## src/rtl/ysyx_2022040010_icache_refill.sv

```systemverilog
`default_nettype none
// ============================================================================
// Module   : ysyx_2022040010_icache_refill
// Purpose  : Instruction-cache miss refill engine. On a tag-stage miss it
//            issues one single-beat AXI-style read for the 64-bit line. It then
//            writes the returned line into the victim way of the data array,
//            updates tag/LRU through a refresh pulse and bypasses the line to
//            fetch. Only one request is outstanding at a time.
// Ports    : clk, rst               - clock, synchronous active-high reset
//            miss, lru, sram_addr   - miss request, victim way, fetch address
//            flush                  - pipeline flush (suppresses the refill)
//            arvalid/arready/araddr/arlen/arsize - read-address channel
//            rvalid/rready/rdata/rresp           - read-data channel
//            refresh                - one-cycle tag/LRU update pulse
//            data_we/data_index/data_wdata       - data-array write port
//            refill_valid/refill_data            - bypass to fetch
//            busy, err              - engine active / bus error pulse
// Revision : 1.0 - initial release
// ============================================================================
module ysyx_2022040010_icache_refill #(
    parameter int ADDR_WIDTH   = 64,
    parameter int INDEX_WIDTH  = 6,
    parameter int OFFSET_WIDTH = 3
) (
    input  logic                   clk,
    input  logic                   rst,
    input  logic                   miss,
    input  logic                   lru,
    input  logic [ADDR_WIDTH-1:0]  sram_addr,
    input  logic                   flush,
    output logic                   arvalid,
    input  logic                   arready,
    output logic [ADDR_WIDTH-1:0]  araddr,
    output logic [7:0]             arlen,
    output logic [2:0]             arsize,
    input  logic                   rvalid,
    output logic                   rready,
    input  logic [63:0]            rdata,
    input  logic [1:0]             rresp,
    output logic                   refresh,
    output logic [1:0]             data_we,
    output logic [INDEX_WIDTH-1:0] data_index,
    output logic [63:0]            data_wdata,
    output logic                   refill_valid,
    output logic [63:0]            refill_data,
    output logic                   busy,
    output logic                   err
);

    typedef enum logic [1:0] {
        S_IDLE = 2'd0,
        S_AR   = 2'd1,
        S_R    = 2'd2,
        S_DONE = 2'd3
    } state_t;

    localparam logic [1:0] c_RESP_OKAY = 2'b00;

    state_t                 r_state;
    state_t                 w_state_nxt;
    logic [ADDR_WIDTH-1:0]  r_araddr;
    logic [INDEX_WIDTH-1:0] r_index;
    logic                   r_victim;
    logic [63:0]            r_rdata;
    logic                   r_flush_pend;
    logic                   r_err;

    logic w_beat;
    logic w_resp_ok;
    logic w_flush_seen;
    logic w_unused_addr_lo;

    // Byte-offset bits are dropped because the request is line aligned.
    assign w_unused_addr_lo = ^sram_addr[OFFSET_WIDTH-1:0];

    assign w_beat       = (r_state == S_R) && rvalid;
    assign w_resp_ok    = (rresp == c_RESP_OKAY);
    // A flush arriving on the beat cycle itself must still cancel the refill.
    assign w_flush_seen = r_flush_pend || flush;

    always_comb begin
        w_state_nxt = r_state;
        case (r_state)
            S_IDLE: if (miss)    w_state_nxt = S_AR;
            S_AR:   if (arready) w_state_nxt = S_R;
            S_R: begin
                if (rvalid) begin
                    if (w_resp_ok && !w_flush_seen) w_state_nxt = S_DONE;
                    else                            w_state_nxt = S_IDLE;
                end
            end
            S_DONE:  w_state_nxt = S_IDLE;
            default: w_state_nxt = S_IDLE;
        endcase
    end

    always_ff @(posedge clk) begin
        if (rst) begin
            r_state      <= S_IDLE;
            r_araddr     <= '0;
            r_index      <= '0;
            r_victim     <= 1'b0;
            r_rdata      <= '0;
            r_flush_pend <= 1'b0;
            r_err        <= 1'b0;
        end else begin
            r_state <= w_state_nxt;
            r_err   <= w_beat && !w_resp_ok;

            if ((r_state == S_IDLE) && miss) begin
                r_araddr <= {sram_addr[ADDR_WIDTH-1:OFFSET_WIDTH], {OFFSET_WIDTH{1'b0}}};
                r_index  <= sram_addr[OFFSET_WIDTH+INDEX_WIDTH-1:OFFSET_WIDTH];
                r_victim <= lru;
            end

            if (w_beat) begin
                r_rdata <= rdata;
            end

            // The flag lives for one request; it is dropped whenever the
            // engine heads back to IDLE so it cannot leak into the next miss.
            if (w_state_nxt == S_IDLE) begin
                r_flush_pend <= 1'b0;
            end else if (((r_state == S_AR) || (r_state == S_R)) && flush) begin
                r_flush_pend <= 1'b1;
            end
        end
    end

    assign arvalid      = (r_state == S_AR);
    assign araddr       = r_araddr;
    assign arlen        = 8'd0;
    assign arsize       = 3'd3;
    assign rready       = (r_state == S_R);
    assign refresh      = (r_state == S_DONE);
    assign data_we      = (r_state == S_DONE) ? (r_victim ? 2'b10 : 2'b01) : 2'b00;
    assign data_index   = r_index;
    assign data_wdata   = r_rdata;
    assign refill_valid = (r_state == S_DONE);
    assign refill_data  = r_rdata;
    assign busy         = (r_state != S_IDLE);
    assign err          = r_err;

endmodule
`default_nettype wire

```

## config.mk

```make
export PLATFORM = sky130hd
export DESIGN_NAME = ysyx_2022040010_icache_refill
export DESIGN_NICKNAME = d
export VERILOG_FILES = /design/src/rtl/ysyx_2022040010_icache_refill.sv
export SDC_FILE = /design/constraint.sdc
export NUM_CORES = 1
export LEC_CHECK = 0
export ABC_AREA = 0
export CORE_AREA = 3 3 136 138
export DETAILED_ROUTE_END_ITERATION = 12
export DIE_AREA = 0 0 139 141
export HOLD_SLACK_MARGIN = 0.12
export PLACE_DENSITY = 0.72
export SYNTH_ARGS = -nofsm -noshare
export SYNTH_HDL_FRONTEND = slang
export SYNTH_SLANG_ARGS = --single-unit
export TNS_END_PERCENT = 100
```

## constraint.sdc

```tcl
create_clock -name clk -period 1.7 [get_ports clk]
set_clock_uncertainty 0.15 [all_clocks]
set_input_delay 0.17 -clock clk [delete_from_list [all_inputs] [get_ports clk]]
set_output_delay 0.17 -clock clk [all_outputs]
set_load 0.02 [all_outputs]
```

==> metrics <==
Max Freq between 600 and 700 MHz; Max-cap violations 0; Netlist cell types 25; Final Cycle Share between 90 and 100%; setup TNS 0 ps; Top Ports approximately 350; CTS sink cnt 130; post-synth top area share around 50%; initial antenna violation count 0; clk slew on worst S/H paths about 60 ps; final setup fails 0; final worst slack approximately 53 ps; most common flop cell mapped by yosys dfxtp_1; detailed-placement wirelength estimate about 13 mm; layout cell share with drive strength beyond 1 around 7.0%; worst min path class primary input to flop; Buffers on Ports roughly 340; Starting Density 30.2%; # fillers roughly 1700; status finished clean; largest net degree at the start of global routing 74; global-route wire length before repair approximately 27 mm; Clk Latency, worst-skew pair between 400 and 500 ps; reg2reg path depth 5; Yosys reg bits 130; Multi-input gate area roughly 1900 sq um; worst r2r dst r_state[0]$_SDFF_PP0_; First DRT Iteration DRCs 170; Setup WS pre-CTS -133 ps; DR WL/cell 14.6 um; FF+latch area between 2000 and 3000 sq um; Die X 139 um; overall power 0.0115 W; CTS Buffer Depth 2; critical path required time around 1400 ps; Setup Buffers After CTS 0; Inserted Clock Buffers 17; clock root buffer clkbuf_16; Synth area leaders dfxtp_1, nand2_1, a21oi_1, buf_4, clkbuf_1; Post-synth EDFFs 0; vias in the first global route slightly below 5000; Worst Path Arrival between 1000 and 1500 ps; r2r startpoint r_state[0]$_SDFF_PP0_; Synth Cell Area approximately 5200 sq um; core area about 17000 sq um; crit path cell chain clkdlybuf4s50_1; Pre-Repair DR Iteration Count 4; DR vias/cell around 4.3; Hold Crit Start sram_addr[46]; r2r setup slk 130 ps; H-Tree Depth 4; worst hold path depth 3; CP peak stage delay 620 ps; WP buf/inv 1; Final Hold Vio Count 0; PwrDens approximately 1300 nW/um^2; worst vdd ir between 0.0007 and 0.0008 V; DRC violations left 0; sequential area share after synthesis 49.8%; Routed Wire Length between 15 and 20 mm; dominant cell type by area after synthesis dfxtp_1; crit-path leading delay family buffers and inverters; Synth Area per Inst between 7 and 8 sq um; area delta synth->final 66.7%; Antenna Nets Post-Route 0; GR Overflow Total 0; max-slew violation count 0; Crit path depth 1; synth warn 0; Inserted Diodes 0; Worst Path Max Fanout 1; GP Congestion ~0.81; Setup crit end kind output port; Synth async-reset ratio 0%; TritonCTS clock tree built; kind of critical path flop to output port; Vias roughly 5100; LEAKAGE ~4.2 nW; post-route minimum period roughly 1600 ps; WHS Endpoint araddr[46]$_SDFFE_PP0P_; die height approximately 140 um; most frequent cells after synthesis nand2_1, a21oi_1, dfxtp_1, buf_4, clkbuf_1; site row count 48; Cells after Synth 670; NumNets Final 1072; Critical Path Start Type flop; RSZ-0062 raised after global routing no; full die area 19600 sq um; most common cell in the netlist nand2_1; Worst path slowest cell clkdlybuf4s50_1; Total Routing Usage GR around 17%
[layer usage]
layer | vias up | GRT usage, % | routed length (um)
li1 | 2561 | - | -
met1 | 2263 | 19.8 | 6940
met3 | 15 | 8.41 | 1780
met5 | - | 0 | 0
met2 | 227 | 27.9 | 8130
met4 | 0 | 4.69 | 218
[stage by stage]
stage / hold WS (ps) / area, sq um / std cells / util, %
after floorplan: 156 / 5290 / 682 / -
after global placement: 291 / 8320 / 1133 / 48.1
after detailed placement: 296 / 8320 / 1133 / 48.1
after CTS: 120 / 8670 / 1168 / 50.1
after global routing: 125 / 8710 / 1168 / 50.4
final: 151 / 8710 / 1168 / 50.4
[sequential cells by signal, indices dropped and copies added (netlist names)]
| name | flops |
|---|---|
| araddr | 56 |
| r_flush_pend | 1 |
| err | 1 |
| r_state | 2 |
| data_index | 5 |
| r_victim | 1 |
| data_wdata | 64 |
[worst min-delay path, stage by stage]
cell and delay [ps]:
clkdlybuf4s50_1 400, nand2_1 60, a21oi_1 50
[worst max path at each step]
stage	start	to
after global routing	r_state[1]$_SDFF_PP0_	refresh
final	err$_SDFF_PP0_	err
after CTS	araddr[9]$_SDFFE_PP0P_	araddr[9]
after detailed placement	rresp[1]	r_flush_pend$_SDFFE_PP0P_
after global placement	rresp[1]	r_flush_pend$_SDFFE_PP0P_
after floorplan	r_state[0]$_SDFF_PP0_	data_wdata[10]$_SDFFE_PP0P_
[cell families after synthesis]
kind of cell / synth area share [%]
AND/OR/NAND/NOR: 19.8
AO/OA/AOI/OAI: 13.6
buffers and inverters: 15.5
flip-flops: 49.8
adder cells (fa/ha/maj): 1.20
other: 0.144
[cell type report]
type | instances | area share, %
multi-input cells | 422 | 21.6
repair buffers | 355 | 38.6
inverters | 4 | 0.172
clock buffers | 18 | 5.04
well taps | 225 | 3.23
clock inverters | 14 | 1.51
flip-flops and latches | 130 | 29.9
[report_power, final]
part	switching [W]	leakage, nW	total, W	internal (W)
logic	0.00249	2.92	0.00415	0.00166
clock network	0.00142	0.270	0.00349	0.00207
registers	0.000295	1.06	0.00385	0.00356
total	0.00421	4.24	0.0115	0.00728
[layout by cell type (no fill, tap or decap), drive strengths merged, types with 2 or more instances in the layout]
master | synthesis | final
dfxtp | 130 | 130
and2 | 3 | 3
clkinvlp | 0 | 4
nand2 | 255 | 255
clkdlybuf4s15 | 0 | 2
a21oi | 130 | 130
clkbuf | 28 | 18
dlymetal6s2s | 0 | 12
inv | 4 | 8
buf | 98 | 22
dlygate4sd3 | 0 | 3
conb | 2 | 14
ha | 5 | 5
clkinv | 0 | 5
o31ai | 2 | 2
clkdlybuf4s50 | 0 | 133
nand2b | 2 | 2
nor2 | 2 | 2
nor3 | 2 | 2
dlygate4sd2 | 0 | 183
[timing repair]
| action | CTS | global route |
|---|---|---|
| setup endpoints to repair | 192 | 48 |
| hold endpoints to repair | 52 | 0 |
| resized for setup | 208 | 17 |
| hold buffers | 3 | 0 |
(Power assumes the default switching activity.)
